<file path="config.mk">
export PLATFORM = sky130hd
export DESIGN_NAME = cpu_checker_param
export DESIGN_NICKNAME = d
export VERILOG_FILES = /design/src/rtl/cpu_checker_param.sv
export SDC_FILE = /design/constraint.sdc
export NUM_CORES = 1
export LEC_CHECK = 0
export BUFFER_PORTS_ARGS = -buffer_cell sky130_fd_sc_hd__buf_2
export CAP_MARGIN = 30
export CORE_MARGIN = 3
export CORE_UTILIZATION = 55
export CTS_CLUSTER_SIZE = 25
export DETAILED_ROUTE_END_ITERATION = 16
export GPL_ROUTABILITY_DRIVEN = 0
export MAX_ROUTING_LAYER = met4
export PLACE_DENSITY_LB_ADDON = 0.05
export SETUP_SLACK_MARGIN = 0.02
export SYNTH_ARGS = -nofsm -noshare
export SYNTH_HDL_FRONTEND = slang
export SYNTH_SLANG_ARGS = --single-unit
</file>
<file path="constraint.sdc">
create_clock -name clk -period 2.6 [get_ports clk]
set_input_delay 0 -clock clk [delete_from_list [all_inputs] [get_ports clk]]
set_output_delay 0 -clock clk [all_outputs]
set_load 0.02 [all_outputs]
</file>
<file path="src/rtl/cpu_checker_param.sv">
// Trace-line checker: parses register/memory write lines one ASCII char per clock and
// reports line type plus semantic error flags. Optional macro: CHECKER_STRICT_HEX_EN.
module cpu_checker_param #(
  parameter int          TIME_DIGITS_MAX = 4,
  parameter int          GRF_DIGITS_MAX  = 4,
  parameter int          GRF_MAX         = 31,
  parameter logic [31:0] PC_MIN          = 32'h0000_3000,
  parameter logic [31:0] PC_MAX          = 32'h0000_4FFF,
  parameter logic [31:0] ADDR_MIN        = 32'h0000_0000,
  parameter logic [31:0] ADDR_MAX        = 32'h0000_2FFF
) (
  input  logic        clk,
  input  logic        reset,
  input  logic [7:0]  char,
  input  logic [15:0] freq,
  output logic [1:0]  format_type,
  output logic [3:0]  error_code
);

  typedef enum logic [3:0] {
    IDLE, TIME, PC, COLON, SP1, GRF, ADDR, SP2, LT, SP3, DATA, SP4,
    DONE_REG, DONE_MEM, ERR
  } state_e;

  localparam logic [7:0]  TIME_CNT_MAX = 8'(TIME_DIGITS_MAX);
  localparam logic [7:0]  GRF_CNT_MAX  = 8'(GRF_DIGITS_MAX);
  localparam logic [15:0] GRF_LIMIT    = 16'(GRF_MAX);

  state_e      state_q, state_d;
  logic [7:0]  cnt_q, cnt_d;
  logic [15:0] time_q, time_d;
  logic [15:0] grf_q, grf_d;
  logic [31:0] hex_q, hex_d;
  logic [31:0] pc_q, pc_d;
  logic [31:0] addr_q, addr_d;
  logic        mem_q, mem_d;
  logic [3:0]  err_q, err_d;

  logic        is_dec, is_hex, bad;
  logic [3:0]  nib;
  logic [31:0] hex_next;
  logic [15:0] time_next, grf_next;

  always_comb begin
    is_dec = (char >= "0") && (char <= "9");
`ifdef CHECKER_STRICT_HEX_EN
    is_hex = is_dec || ((char >= "a") && (char <= "f"));
`else
    is_hex = is_dec || ((char >= "a") && (char <= "f")) || ((char >= "A") && (char <= "F"));
`endif
    // Letters a-f and A-F share the same low nibble offset from 10.
    nib       = is_dec ? char[3:0] : (char[3:0] + 4'd9);
    hex_next  = {hex_q[27:0], nib};
    time_next = (time_q * 16'd10) + {12'd0, char[3:0]};
    grf_next  = (grf_q * 16'd10) + {12'd0, char[3:0]};
  end

  always_comb begin
    state_d = state_q;
    cnt_d   = cnt_q;
    time_d  = time_q;
    grf_d   = grf_q;
    hex_d   = hex_q;
    pc_d    = pc_q;
    addr_d  = addr_q;
    mem_d   = mem_q;
    err_d   = err_q;
    bad     = 1'b0;

    case (state_q)
      IDLE, DONE_REG, DONE_MEM: begin
        if (char == "^") begin
          state_d = TIME;
          cnt_d   = 8'd0;
          time_d  = 16'd0;
        end else begin
          state_d = IDLE;
        end
      end
      TIME: begin
        if (is_dec && (cnt_q < TIME_CNT_MAX)) begin
          cnt_d  = cnt_q + 8'd1;
          time_d = time_next;
        end else if ((char == "@") && (cnt_q != 8'd0)) begin
          state_d = PC;
          cnt_d   = 8'd0;
          hex_d   = 32'd0;
        end else begin
          bad = 1'b1;
        end
      end
      PC: begin
        if (is_hex) begin
          hex_d = hex_next;
          cnt_d = cnt_q + 8'd1;
          if (cnt_q == 8'd7) begin
            pc_d    = hex_next;
            state_d = COLON;
          end
        end else begin
          bad = 1'b1;
        end
      end
      COLON: begin
        if (char == ":") state_d = SP1;
        else             bad     = 1'b1;
      end
      SP1: begin
        if (char == "$") begin
          state_d = GRF;
          cnt_d   = 8'd0;
          grf_d   = 16'd0;
          mem_d   = 1'b0;
        end else if (char == "*") begin
          state_d = ADDR;
          cnt_d   = 8'd0;
          hex_d   = 32'd0;
          mem_d   = 1'b1;
        end else if (char != " ") begin
          bad = 1'b1;
        end
      end
      GRF: begin
        if (is_dec && (cnt_q < GRF_CNT_MAX)) begin
          cnt_d = cnt_q + 8'd1;
          grf_d = grf_next;
        end else if ((char == " ") && (cnt_q != 8'd0)) begin
          state_d = SP2;
        end else if ((char == "<") && (cnt_q != 8'd0)) begin
          state_d = LT;
        end else begin
          bad = 1'b1;
        end
      end
      ADDR: begin
        if (is_hex) begin
          hex_d = hex_next;
          cnt_d = cnt_q + 8'd1;
          if (cnt_q == 8'd7) begin
            addr_d  = hex_next;
            state_d = SP2;
          end
        end else begin
          bad = 1'b1;
        end
      end
      SP2: begin
        if (char == "<")      state_d = LT;
        else if (char != " ") bad     = 1'b1;
      end
      LT: begin
        if (char == "=") state_d = SP3;
        else             bad     = 1'b1;
      end
      SP3: begin
        if (is_hex) begin
          state_d = DATA;
          cnt_d   = 8'd1;
          hex_d   = {28'd0, nib};
        end else if (char != " ") begin
          bad = 1'b1;
        end
      end
      DATA: begin
        if (is_hex) begin
          hex_d = hex_next;
          cnt_d = cnt_q + 8'd1;
          if (cnt_q == 8'd7) state_d = SP4;
        end else begin
          bad = 1'b1;
        end
      end
      SP4: begin
        if (char == "#") begin
          state_d  = mem_q ? DONE_MEM : DONE_REG;
          err_d[0] = |(time_q & ((freq >> 1) - 16'd1));
          err_d[1] = (pc_q[1:0] != 2'd0) || ((pc_q - PC_MIN) > (PC_MAX - PC_MIN));
          err_d[2] = mem_q && ((addr_q[1:0] != 2'd0) ||
                               ((addr_q - ADDR_MIN) > (ADDR_MAX - ADDR_MIN)));
          err_d[3] = !mem_q && (grf_q > GRF_LIMIT);
        end else if (char != " ") begin
          bad = 1'b1;
        end
      end
      ERR: begin
        if (char == "#") state_d = IDLE;
      end
      default: state_d = IDLE;
    endcase

    // An illegal '#' already terminates the line, so skip ERR and resync at once.
    if (bad) state_d = (char == "#") ? IDLE : ERR;
  end

  always_ff @(posedge clk) begin
    if (!reset) begin
      state_q <= IDLE;
      cnt_q   <= 8'd0;
      time_q  <= 16'd0;
      grf_q   <= 16'd0;
      hex_q   <= 32'd0;
      pc_q    <= 32'd0;
      addr_q  <= 32'd0;
      mem_q   <= 1'b0;
      err_q   <= 4'd0;
    end else begin
      state_q <= state_d;
      cnt_q   <= cnt_d;
      time_q  <= time_d;
      grf_q   <= grf_d;
      hex_q   <= hex_d;
      pc_q    <= pc_d;
      addr_q  <= addr_d;
      mem_q   <= mem_d;
      err_q   <= err_d;
    end
  end

  always_comb begin
    format_type = 2'd0;
    error_code  = 4'd0;
    if (state_q == DONE_REG) begin
      format_type = 2'd1;
      error_code  = err_q;
    end else if (state_q == DONE_MEM) begin
      format_type = 2'd2;
      error_code  = err_q;
    end
  end

endmodule

</file>
# --- Yosys cells after proc, flatten, opt, wreduce, memory -nomap -nowiden ---
# Index checks and enable logic that the tools add are counted.
totals:
  inputBits: 26
  elab_cells: 185
  register_bits: 141
  out_inout_bits: 6
classes:
  muxes: 68
  bitwise: 1
  eq_ne: 54
  n_reduce_logical: 35
  order_cmp: 10
  addsub: 6
  n_mul: 2
op_table:
  columns: ["operator", "n"]
  rows:
  - ["$mux 28", 6]
  - ["$pmux 28 s4", 1]
  - ["$mux 4", 24]
  - ["$mux 16", 4]
  - ["$mux 8", 8]
  - ["$pmux 16 s2", 2]
  - ["$eq 8x6->1 const B", 7]
  - ["$pmux 4 s13", 1]
  - ["$ne 3x3->1 const B", 17]
  - ["$pmux 8 s6", 1]
  - ["$add 16x4->16", 2]
  - ["$gt 32x13->1 const B", 1]
  - ["$gt 32x14->1 const B", 1]
  - ["$mul 16x3->15 const B", 2]
  - ["$sub 32x14->32 const B", 1]
  - ["$eq 4x4->1 const B", 7]
  - ["$mux 1", 18]
  - ["$ne 2x2->1 const B", 9]
  - ["$reduce_and 17->1", 1]
  - ["$and 16x16->16", 1]
  - ["$eq 4x3->1 const B", 4]
  - ["$eq 8x7->1 const B", 2]
  - ["$ge 8x7->1 const B", 2]
  - ["$gt 16x5->1 const B", 1]
  - ["other kinds (28)", 53]

# --- Logic depth before layout (Yosys ltp) ---
depth:
  ltp_word: 8
  mapped_depth: 12
  mapped_depth_nobuf: 12

# --- Least setup slack after synthesis ---
# No wires, ideal clock.
synth_path:
  path_type: "register to register"
  start: "register time_q[1]"
  end: "register time_q[15]"
  arrival_ns: 2.667
  required_ns: 2.482
  setup_ns: 0.118
  period_less_slack_ns: 2.785
  path_stages_with_launch: 13
  n_path_buf: 0
  slack_ns: -0.185
  cell_sequence: "dfxtp_1 -> ha_1 -> ha_1 -> inv_1 -> fa_1 -> nor2b_1 -> o22ai_1 -> xnor2_1 -> and4_1 -> o2111ai_1 -> a2111oi_2 -> xnor2_1 -> o21ai_1"
synth_via:
  elab_chain_cells: 4
synth_lines:
  columns: ["element", "line", "rtl"]
  rows:
  - ["start, declared", "31", "logic [15:0] time_q, time_d;"]
  - ["start signal, assigned", "209", "time_q <= time_d;"]
  - ["$mul 16x3->15", "54", "time_next = (time_q * 16'd10) + {12'd0, char[3:0]};"]
  - ["$add 16x4->16", "54", null]
  - ["$mux 16", "81", "if (is_dec && (cnt_q < TIME_CNT_MAX)) begin"]
  - ["$pmux 16 s2", "70", "case (state_q)"]
# Every way passes these cells. The select of a mux whose other input is x is not followed.
# A chain may end at the register's enable or synchronous reset.

# --- Worst setup path in the final report ---
layout_path:
  start: "register time_q[3]"
  end: "register time_q[14]"
# The elaborated chain is that of the path after synthesis.

==> results.md <==
- Status: finished, violations left
- Failing checks: setup timing
- Placed wire-length estimate: 15,300 µm
- PortBufs: 30
- Die height: 128 µm
- CTS sink count: 131
- ANT cells: 0
- Cell count after synthesis: 1,042
- Skew final: 0.0155 ns
- Area contributors post-synth: dfxtp_1, ha_1, nand2_1, a21oi_1, nand3_1
- Clock-pin transition on the worst setup and hold timing paths: 0.06 ns
- Netlist Area Pre-Place: 8150 µm²
- Grt ovf: 0
- RSZ-0062 raised after global routing: yes
- Setup-failing EPs final: 9
- Largest area contributor in the netlist: dfxtp_1
- Critical Path RT: 2.90 ns
- Worst min path class: input pin to flip-flop
- Pwr per Cell Area: 585 nW/µm²
- Core region area: 14,200 µm²
- Netlist cell types: 76
- Static Leakage: 0.00396 µW
- Final nets: 1,226
- First-pass GRT wire length: 36,100 µm
- Starting density of the core: 57.4%
- Largest net degree at the start of global routing: 69
- Final Critical Period: 2.75 ns
- Sequential element share of the synthesized area: 32.2%
- Actual slew at the worst max-slew pin: 0.736 ns
- Cell Chain, Critical Path: ha_4 > ha_4 > inv_2 > fa_2 > nor2b_4 > o2111a_2 > o41ai_4 > and3_4 > o2111ai_4 > buf_6 > nor3_4 > xnor2_1 > o21ai_1
- Routed WL per cell: 16.6 µm
- Placed cell area: 9070 µm²
- Period utilization: 106%
- GRT Total Usage: 27.9%
- Post-synth top flop: dfxtp_1
- Crit path kind: flip-flop to flip-flop
- FFs w/ async S/R, synth: 0%
- CP dominant cell by count: ha_4
- Layout overhead on the synthesized area: 26.1%
- FP Rows: 43
- 1st-iter DRT viols: 609
- CTS Root Cell: clkbuf_16
- Critical Path AT: 3.06 ns
- Final ANT Viol Nets: 0
- Synth top area share: 32.2%
- Relative slew slack: 50.9%
- Cell family with the largest share of critical-path delay: compound AO/OA/AOI/OAI gates
- Via count: 7,818
- Max stage delay on crit path: 0.38 ns
- Crit-path slowest cell: dfxtp_4
- Die X: 128 µm
- Fmax: 363 MHz
- Yosys reg bits: 131
- Startpoint types: flip-flop
- Number of synthesized flops with an enable pin: 0
- Worst Path Buf+Inv: 2
- I/O pins: 32
- Drt first pass iters: 5
- TritonCTS clock tree: built
- WHS: 0.0600 ns
- Worst-path fanout max: 4
- Number of global-route vias before repair: 7,339
- # DRC: 0
- MaxCap Viol Count: 0
- Final WS setup: -0.153 ns
- Syn avg cell area: 7.82 µm²
- Fin. Hold Viols: 0
- Synthesized Nets: 1,134
- Initial antenna violation count: 1
- VDD IR-drop max: 0.000511 V
- Worst skew pair latency: 0.42 ns
- Worst-case clock buffer depth: 2
- Final instance area: 10,300 µm²
- Yosys Warn Count: 0
- CTS H-Tree Depth: 4
- Num CTS Buffers: 17
- Die ar.: 16,300 µm²
- Layout cell share with drive strength beyond 1: 22.9%
- Via/cell ratio: 5.89
- Slew Limit Fails: 0
- Crit. End Element: flip-flop
- Final WL: 22,000 µm
==> cells in the mapped netlist (all sizes together) (5+ instances only) <==
cell     instances
nor4b            6
buf             24
dfxtp          131
or2              5
xor2            24
a22oi            6
nand3           68
nand3b           5
nor2            61
and3             5
o211ai           5
nor2b            8
xnor2           38
a21oi          129
inv             30
nand4           17
or3              6
o21ai           35
a311oi           5
o2111ai          5
nor3            24
nor3b            9
a31oi            6
and2            13
a21o             7
clkbuf          29
a211oi          12
nand2b          14
nand2          179
nor4            18
ha              62
==> flip-flops by register name, indices dropped and copies added, names as in the netlist <==
register / cells
addr_q: 22
state_q: 4
cnt_q: 8
time_q: 16
err_q: 4
pc_q: 32
mem_q: 1
grf_q: 16
hex_q: 28
==> power breakdown <==
| group | switching, µW | internal [µW] | total, µW |
|---|---|---|---|
| clock | 953 | 1450 | 2410 |
| sequential | 87.1 | 2050 | 2140 |
| combinational | 928 | 539 | 1470 |
==> kinds of logic after synthesis <==
group,count (synthesis),synth area share [%]
multiplexers,5,0.630
AO/OA/AOI/OAI,245,18.7
buffers and inverters,84,4.18
flip-flops,131,32.2
AND/OR/NAND/NOR,449,27.1
XOR/XNOR,62,6.66
adder cells (fa/ha/maj),66,10.5
==> worst register-to-register path, stage by stage, from the launching register on <==
cell       delay, ns
dfxtp_4         0.38
ha_4            0.21
ha_4            0.16
inv_2           0.05
fa_2            0.23
nor2b_4         0.05
o2111a_2        0.28
o41ai_4         0.37
and3_4          0.27
o2111ai_4       0.17
buf_6           0.17
nor3_4          0.11
xnor2_1         0.13
o21ai_1         0.07
==> area by class of cell <==
cell class              count  area [µm²]
clock buffers              19         443
well taps                 180         225
fillers                  1147        3930
clock inverters            13         150
repair buffers            126         942
inverters                  31         118
flip-flops and latches    131        2640
multi-input cells         827        5760
==> per-stage QoR <==
step	instances	total power [µW]	utilization [%]	setup TNS [ns]	setup slack [ns]
after global placement	1282	3600	63.9	-1.09	-0.218
final	1327	6010	72.4	-1.02	-0.153
after floorplan	1042	3120	-	-0.156	-0.156
after detailed placement	1282	3590	63.9	-1.55	-0.259
after CTS	1321	5990	70.2	-0.676	-0.162
after global routing	1327	6270	72.4	-2.28	-0.302
==> what timing repair did <==
action                                  CTS  global route
buffers inserted                          6             6
resized for setup                        47            46
hold buffers                              1             0
pin swaps                                29            29
gates cloned                              0             0
hold endpoints to repair                  2             0
endpoints found under the setup margin   13            47
==> worst paths after layout <==
kind / from / depth (start not counted) / to / slack, ns
min: reset / 2 / cnt_q[0]$_SDFFE_PN0P_ / 0.06
max reg2reg: time_q[3]$_SDFFE_PN0P_ / 13 / time_q[14]$_SDFFE_PN0P_ / -0.15
max: time_q[3]$_SDFFE_PN0P_ / 13 / time_q[14]$_SDFFE_PN0P_ / -0.15
min reg2reg: pc_q[30]$_SDFFE_PN0P_ / 2 / pc_q[30]$_SDFFE_PN0P_ / 0.45
==> cells in the final DEF, fill, tap and decap left out, types with 6 or more instances in the layout <==
cell	Yosys	layout
a211oi_1	10	7
a21o_1	7	7
a21oi_1	128	122
a22oi_1	6	6
a31oi_1	6	6
and2_1	11	10
buf_2	20	30
buf_4	0	86
clkbuf_16	0	17
dfxtp_1	131	123
ha_1	62	47
ha_4	0	14
inv_1	30	28
nand2_1	178	177
nand2b_1	14	14
nand3_1	68	66
nand4_1	17	17
nor2_1	60	56
nor2b_1	8	6
nor3_1	22	20
nor3b_1	8	7
nor4_1	16	14
o21ai_0	29	22
o21ai_1	6	8
xnor2_1	38	31
xnor2_2	0	7
xor2_1	24	23
==> per-layer routing <==
metal  up-vias  global-route usage, %  wire, µm
met1      3647                   39.0     10200
met2       234                   41.5     10100
li1       3904                      -         -
met4         0                   8.43       350
met5         -                      -         0
met3        33                   4.54      1300
No activity file was read; power rests on OpenSTA's default activity.
